## config.mk

```make
export PLATFORM = sky130hd
export DESIGN_NAME = mem_bus_arbiter
export DESIGN_NICKNAME = d
export VERILOG_FILES = /design/src/rtl/mem_arb_pkg.sv /design/src/rtl/mem_arb_pick.sv /design/src/rtl/mem_bus_arbiter.sv
export SDC_FILE = /design/constraint.sdc
export NUM_CORES = 1
export LEC_CHECK = 0
export BUFFER_PORTS_ARGS = -buffer_cell sky130_fd_sc_hd__buf_4
export CORE_UTILIZATION = 49
export CTS_CLUSTER_DIAMETER = 50
export DETAILED_ROUTE_END_ITERATION = 6
export HOLD_SLACK_MARGIN = 0.03
export PLACE_DENSITY = 0.83
export SYNTH_ARGS = -nofsm -noshare
export SYNTH_HDL_FRONTEND = slang
export SYNTH_SLANG_ARGS = --single-unit
```

## constraint.sdc

```tcl
create_clock -name clk -period 6.9 [get_ports clk]
set_input_delay 1.035 -clock clk [delete_from_list [all_inputs] [get_ports clk]]
set_output_delay 1.035 -clock clk [all_outputs]
set_load 0.02 [all_outputs]
```

## src/rtl/mem_arb_pkg.sv

```systemverilog
// Shared types and constants for the two-port memory bus arbiter.
// ROUND_ROBIN_EN (optional) switches the winner select from fixed priority to alternating.
package mem_arb_pkg;

    typedef enum logic [1:0] {
        IDLE = 2'd0,
        ADDR = 2'd1,
        RESP = 2'd2
    } arb_state_e;

    localparam logic PORT_IF = 1'b0;
    localparam logic PORT_DM = 1'b1;

    localparam int DEF_ADDR_W      = 32;
    localparam int DEF_DATA_W      = 32;
    localparam int DEF_TIMEOUT_CYC = 255;

endpackage

```

## src/rtl/mem_arb_pick.sv

```systemverilog
// Winner select between fetch and data ports. Fixed priority (dm over if) by default;
// with ROUND_ROBIN_EN a last_grant register makes simultaneous requests alternate.
module mem_arb_pick
    import mem_arb_pkg::*;
(
`ifdef ROUND_ROBIN_EN
    input  logic clk,
    input  logic reset,
    input  logic accept_i,
`endif
    input  logic if_valid_i,
    input  logic dm_valid_i,
    output logic any_o,
    output logic grant_o
);

    assign any_o = if_valid_i | dm_valid_i;

`ifdef ROUND_ROBIN_EN
    logic last_grant_q;

    always_ff @(posedge clk or posedge reset) begin
        if (reset) begin
            last_grant_q <= PORT_IF;
        end else if (accept_i) begin
            last_grant_q <= grant_o;
        end
    end

    always_comb begin
        grant_o = PORT_IF;
        if (if_valid_i && dm_valid_i) begin
            grant_o = ~last_grant_q;
        end else if (dm_valid_i) begin
            grant_o = PORT_DM;
        end
    end
`else
    assign grant_o = dm_valid_i ? PORT_DM : PORT_IF;
`endif

endmodule

```

## src/rtl/mem_bus_arbiter.sv

```systemverilog
// Single-outstanding A/D bus arbiter for fetch (port 0) and data (port 1) with response timeout.
// Build option ROUND_ROBIN_EN: alternate grants on simultaneous requests.
//   state | meaning
//   IDLE  | waiting for a request; accepts and latches the winner
//   ADDR  | a_valid held with latched request until a_ready
//   RESP  | d_ready high, waiting for d_valid or the timeout
module mem_bus_arbiter
    import mem_arb_pkg::*;
#(
    parameter int ADDR_W      = DEF_ADDR_W,
    parameter int DATA_W      = DEF_DATA_W,
    parameter int TIMEOUT_CYC = DEF_TIMEOUT_CYC
) (
    input  logic              clk,
    input  logic              reset,
    input  logic              if_req_valid,
    output logic              if_req_ready,
    input  logic [ADDR_W-1:0] if_addr,
    output logic              if_rsp_valid,
    input  logic              dm_req_valid,
    output logic              dm_req_ready,
    input  logic [ADDR_W-1:0] dm_addr,
    input  logic [DATA_W-1:0] dm_wdata,
    input  logic              dm_we,
    output logic              dm_rsp_valid,
    output logic [DATA_W-1:0] rsp_data,
    output logic              rsp_err,
    output logic              a_valid,
    input  logic              a_ready,
    output logic [ADDR_W-1:0] a_addr,
    output logic [DATA_W-1:0] a_wdata,
    output logic              a_we,
    input  logic              d_valid,
    output logic              d_ready,
    input  logic [DATA_W-1:0] d_data,
    output logic              busy
);

    localparam int CNT_W = $clog2(TIMEOUT_CYC + 1);
    localparam logic [CNT_W-1:0] CNT_LAST = CNT_W'(TIMEOUT_CYC - 1);

    arb_state_e        state_q, state_d;
    logic              grant_q, grant_d;
    logic [ADDR_W-1:0] a_addr_q, a_addr_d;
    logic [DATA_W-1:0] a_wdata_q, a_wdata_d;
    logic              a_we_q, a_we_d;
    logic [CNT_W-1:0]  cnt_q, cnt_d;
    logic [DATA_W-1:0] rsp_data_q, rsp_data_d;
    logic              rsp_err_q, rsp_err_d;
    logic              if_rsp_q, if_rsp_d;
    logic              dm_rsp_q, dm_rsp_d;

    logic pick_any;
    logic pick_grant;
    logic accept;

    mem_arb_pick u_pick (
`ifdef ROUND_ROBIN_EN
        .clk        (clk),
        .reset      (reset),
        .accept_i   (accept),
`endif
        .if_valid_i (if_req_valid),
        .dm_valid_i (dm_req_valid),
        .any_o      (pick_any),
        .grant_o    (pick_grant)
    );

    // Gating with reset keeps both ready outputs low while reset is held.
    assign accept       = (state_q == IDLE) && pick_any && !reset;
    assign if_req_ready = accept && (pick_grant == PORT_IF);
    assign dm_req_ready = accept && (pick_grant == PORT_DM);

    always_comb begin
        state_d    = state_q;
        grant_d    = grant_q;
        a_addr_d   = a_addr_q;
        a_wdata_d  = a_wdata_q;
        a_we_d     = a_we_q;
        cnt_d      = cnt_q;
        rsp_data_d = rsp_data_q;
        rsp_err_d  = rsp_err_q;
        if_rsp_d   = 1'b0;
        dm_rsp_d   = 1'b0;

        case (state_q)
            IDLE: begin
                if (accept) begin
                    grant_d = pick_grant;
                    if (pick_grant == PORT_DM) begin
                        a_addr_d  = dm_addr;
                        a_wdata_d = dm_wdata;
                        a_we_d    = dm_we;
                    end else begin
                        a_addr_d  = if_addr;
                        a_wdata_d = '0;
                        a_we_d    = 1'b0;
                    end
                    state_d = ADDR;
                end
            end
            ADDR: begin
                if (a_ready) begin
                    cnt_d   = '0;
                    state_d = RESP;
                end
            end
            RESP: begin
                // A response arriving on the timeout cycle still counts as good data.
                if (d_valid) begin
                    rsp_data_d = d_data;
                    rsp_err_d  = 1'b0;
                    if_rsp_d   = (grant_q == PORT_IF);
                    dm_rsp_d   = (grant_q == PORT_DM);
                    state_d    = IDLE;
                end else if (cnt_q == CNT_LAST) begin
                    rsp_data_d = '0;
                    rsp_err_d  = 1'b1;
                    if_rsp_d   = (grant_q == PORT_IF);
                    dm_rsp_d   = (grant_q == PORT_DM);
                    state_d    = IDLE;
                end else begin
                    cnt_d = cnt_q + 1'b1;
                end
            end
            default: state_d = IDLE;
        endcase
    end

    always_ff @(posedge clk or posedge reset) begin
        if (reset) begin
            state_q    <= IDLE;
            grant_q    <= PORT_IF;
            a_addr_q   <= '0;
            a_wdata_q  <= '0;
            a_we_q     <= 1'b0;
            cnt_q      <= '0;
            rsp_data_q <= '0;
            rsp_err_q  <= 1'b0;
            if_rsp_q   <= 1'b0;
            dm_rsp_q   <= 1'b0;
        end else begin
            state_q    <= state_d;
            grant_q    <= grant_d;
            a_addr_q   <= a_addr_d;
            a_wdata_q  <= a_wdata_d;
            a_we_q     <= a_we_d;
            cnt_q      <= cnt_d;
            rsp_data_q <= rsp_data_d;
            rsp_err_q  <= rsp_err_d;
            if_rsp_q   <= if_rsp_d;
            dm_rsp_q   <= dm_rsp_d;
        end
    end

    assign a_valid      = (state_q == ADDR);
    assign a_addr       = a_addr_q;
    assign a_wdata      = a_wdata_q;
    assign a_we         = a_we_q;
    assign d_ready      = (state_q != ADDR);
    assign busy         = (state_q != IDLE);
    assign rsp_data     = rsp_data_q;
    assign rsp_err      = rsp_err_q;
    assign if_rsp_valid = if_rsp_q;
    assign dm_rsp_valid = dm_rsp_q;

endmodule
```

Word-level counts from Yosys, hierarchy flattened --
Cells that the tools add are included.
Word-level totals: register bits after elaboration 111, input bits 135, output and inout bits 105, word-level logic and storage cells 59
Cells by class: add/subtract/negate cells 1, equality and inequality tests 9, mux-type cells 23, bitwise logic cells 3, reduce and logical (&&, ||, !) cells 13
Operators by type and width (number):
- $mux W32 | 4
- $mux W8 | 3
- $pmux W8 S2 | 1
- $mux W1 | 10
- $add A8 B1 Y8 const B | 1
- $eq A8 B8 Y1 const B | 1
- $mux W2 | 4
- $ne A2 B2 Y1 const B | 3
- $pmux W2 S3 | 1
- $reduce_bool A2 Y1 | 3
- $logic_and A1 B1 Y1 | 4
- $ne A2 B1 Y1 const B | 2
- $reduce_and A2 Y1 | 2
- $reduce_and A4 Y1 | 1
- $ne A3 B3 Y1 const B | 1
- $reduce_and A3 Y1 | 1
- $eq A2 B1 Y1 const B | 1
- $eq A2 B2 Y1 const B | 1
- $logic_not A2 Y1 | 1
- $not A1 Y1 | 2
- $logic_not A1 Y1 | 1
- $or A1 B1 Y1 | 1

Logic depth before layout (Yosys ltp) --
word-level depth 5, mapped depth 7, mapped depth without buffers 7

By module --
A second synthesis with hierarchy kept.
Second synthesis, totals: cells, all modules 435, area, all modules 4650.7 um2
By module, submodules not included:
- mem_bus_arbiter | instances 1, cells each 433, area an instance 4636.9 um2, seq. area each 2777.7 um2
- mem_arb_pick | instances 1, cells each 2, area an instance 13.8 um2, seq. area each 0.0 um2

Worst setup path after synthesis --
Ideal clock, no wire load.
path kind in2out, start in dm_req_valid, end out if_req_ready, arrival time 2.147 ns, data required time 5.865 ns, path slack 3.718 ns, stages 6, path buffers 3, cell sequence buf_2 -> nor2_1 -> or3_1 -> buf_6 -> buf_2 -> nor2_1
On the way: word-level cells in the longest chain between the ends 4, elaborated cells on any way between the ends 6, those cells by class 1 x mux; 2 x bitwise; 3 x reduce/logical
RTL lines:
- start: declaration | line mem_bus_arbiter.sv:20 | input logic dm_req_valid,
- $or A1 B1 Y1 | line mem_arb_pick.sv:17 | assign any_o = if_valid_i | dm_valid_i;
- $logic_and A1 B1 Y1 (2 in series) | line mem_bus_arbiter.sv:70 | assign accept = (state_q == IDLE) && pick_any && !reset;
- $logic_and A1 B1 Y1 * | line mem_bus_arbiter.sv:71 | assign if_req_ready = accept && (pick_grant == PORT_IF);
- end: declaration | line mem_bus_arbiter.sv:17 | output logic if_req_ready,
Every way passes the cells marked *; elsewhere a longest branch is shown, timed or not.

Worst setup path after layout --
start in dm_req_valid, end out dm_req_ready
On the way: word-level cells in the longest chain between the ends 4, elaborated cells on any way between the ends 5, those cells by class 1 x mux; 1 x bitwise; 3 x reduce/logical
RTL lines:
- $or A1 B1 Y1 | line mem_arb_pick.sv:17
- $logic_and A1 B1 Y1 (2 in series) | line mem_bus_arbiter.sv:70
- $logic_and A1 B1 Y1 * | line mem_bus_arbiter.sv:72 | assign dm_req_ready = accept && (pick_grant == PORT_DM);
- end: declaration | line mem_bus_arbiter.sv:21 | output logic dm_req_ready,
Marks and branches as above.

==> metrics.cfg <==
[layout]
area_growth_pct=42.6
finish.utilization_pct=73.8
final_cell_mix=buf_4, dfrtp_1, nand2_1
fin_nets=788
final_cells=764
fin_area_mm2=0.00656
n_antenna_cell=0
final_common_cell=buf_4
drive_above_1_share_pct=39.8

[placement]
gp_congestion=0.898
placed_area_mm2=0.00639
hpwl_um=8980
io_buffers=239
dp.cells=748

[logic_synthesis]
syn-instance-count=428
synth_area_mm2=0.00460
ys_seq_area_share_pct=60.4
yosysWarnings=0
ys_seq_elements=111
synth.distinct_cells=35
avgSynthCellArea_um2=10.7
syn-num-nets=565

[timing]
skew_ns=0.0108
fin_tns_setup_ns=0
worstMarginPinSlew_ns=1.16
setup_violations=0
min_period_ns=4.35
maxSlewViolCount=0
relSlewSlack_pct=22.7
rsz0062_at_grt=no
fin_crit_sh_pct=63.1
max_freq_mhz=230
hold_violations=0

[power]
p_leak_uw=0.00354
vdd_drop_max_uv=248
p_per_area_mw_per_mm2=411
p_total_uw=2700

[worst_setup_path]
crit_chain=buf_4 -> nor2_1 -> nor3_4 -> and2_1 -> buf_4
cp-end-kind=primary output
required_ns=5.86
max_stage_delay_ns=0.95
crit_slowest_cell=nor3_4
cpMostUsedCell=buf_4
crit_type=in -> out
path_buf_inv=2
cp-start-kind=primary input
arrival_ns=3.32
critical_path.top_delay_family=simple AND/OR/NAND/NOR gates
crit_fanout=68

[route]
wl_per_cell_um=16.1
drt_first_iter_violations=110
ant_nets=0
drtPass1Iterations=4
vias=3979
drcViolationCount=0
routed_wl_um=12300
drt-vias-per-instance=5.21

[floorplan]
fp-row-count=34
io_pins=240
fp.dieW_um=98.9
fp.dieH_um=98.9
coreArea_mm2=0.00889
start_util_pct=51.7
dieArea_mm2=0.00978

[clocking]
clock_path_buffers=2
cts_hold_buf=0
root_buffer=clkbuf_8
ctsResizeCount=0
cts-htree-levels=3
insertion_delay_ns=0.37
cts_made_buffers=9
cts_tree=yes
post_cts_buffers=0
cts_sinks=111
cts.clk_slew.worst_paths_ns=0.10

[global_route]
grt-busiest-layer=met2
use_met2_pct=44.6
grt_pass1_vias=3920
antenna_found_initial=0
grt_max_degree=100
grtUsageMet3_pct=4.61
grt.met1_usage_pct=32.4
gr-total-overflow=0
grt_pass1_wl_um=19400
track_usage_pct=25.6

[min_path]
hp-class=reg -> reg

[outcome]
status=completed

[run]
cap_violations=0

## per-layer routing
layer / up-vias / share of wire, %
li1: 1915 / -
met1: 1880 / 40
met5: - / 0
met2: 164 / 51
met4: 0 / 2.0
met3: 20 / 6.7
## final timing paths
check | from | end | slack [ns] | cells past startpoint
hold reg to reg | a_wdata[0] | a_wdata[0] | 0.48 | 2
setup / recovery | dm_req_valid | dm_req_ready | 2.55 | 5
min in group asynchronous | reset | a_wdata[17] | 0.71 | 2
hold / removal | a_wdata[0] | a_wdata[0] | 0.48 | 2
max in group asynchronous | reset | state_q[1] | 4.92 | 3
setup reg to reg | cnt_q[0] | cnt_q[3] | 4.61 | 7
## cells by family after synthesis
| group | count (synthesis) | share of synthesized area (%) |
|---|---|---|
| AO/OA/AOI/OAI | 84 | 12.5 |
| XOR/XNOR | 1 | 0.190 |
| adder cells (fa/ha/maj) | 2 | 0.544 |
| buffers and inverters | 37 | 4.32 |
| flip-flops | 111 | 60.4 |
| multiplexers | 32 | 6.96 |
| AND/OR/NAND/NOR | 161 | 15.1 |
## worst min-delay path, stage by stage, from the launching register on
cell     delay [ns]
dfrtp_1        0.35
nand2_1        0.05
nand2_1        0.05
## area by class of cell
class,instances,area [µm²]
clock buffer,12,135
inverter,7,28.8
clock inverter,4,30.0
multi-input combinational,280,1640
fill,654,2330
sequential,111,2780
timing repair buffer,242,1820
tap,108,135
## synth_stat cells, drive strengths merged
| master | n | area share [%] |
|---|---|---|
| mux2i | 32 | 7.0 |
| nand4 | 2 | 0.27 |
| or3 | 3 | 0.41 |
| buf | 24 | 3.3 |
| nor3 | 1 | 0.22 |
| inv | 7 | 0.57 |
| a21oi | 2 | 0.22 |
| and3 | 1 | 0.14 |
| or2 | 2 | 0.33 |
| a31oi | 1 | 0.14 |
| clkbuf | 6 | 0.49 |
| o41ai | 1 | 0.19 |
| o22ai | 1 | 0.14 |
| nand2b | 1 | 0.14 |
| a22oi | 1 | 0.16 |
| o21ai | 37 | 4.0 |
| a21boi | 1 | 0.16 |
| nor2 | 7 | 0.57 |
| and2 | 3 | 0.41 |
| o2bb2ai | 1 | 0.19 |
| xnor2 | 1 | 0.19 |
| o211ai | 3 | 0.49 |
| nand3 | 37 | 4.0 |
| ha | 2 | 0.54 |
| dfrtp | 111 | 60 |
| a22o | 32 | 6.1 |
| nor2b | 1 | 0.14 |
| nand2 | 102 | 8.3 |
| a21o | 3 | 0.49 |
| nor3b | 1 | 0.16 |
| a2bb2oi | 1 | 0.19 |
## sequential cells by signal, summed over array words and instances, names as in the netlist
name and count:
a_addr 32, a_wdata 32, a_we 1, cnt_q 8, dm_rsp_valid 1, grant_q 1
if_rsp_valid 1, rsp_data 32, rsp_err 1, state_q 2
## where the power goes
| group | switching (µW) | internal [µW] |
|---|---|---|
| sequential | 163 | 921 |
| clock | 215 | 134 |
| combinational | 711 | 551 |
## metrics by stage
step                setup WS [ns]  hold slack, ns
floorplan                    2.93           0.426
global placement             2.61           0.452
detailed placement           2.58           0.457
CTS                          2.58           0.480
global route                 2.33           0.509
finish                       2.55           0.476
No activity file was read; power rests on OpenSTA's default activity.
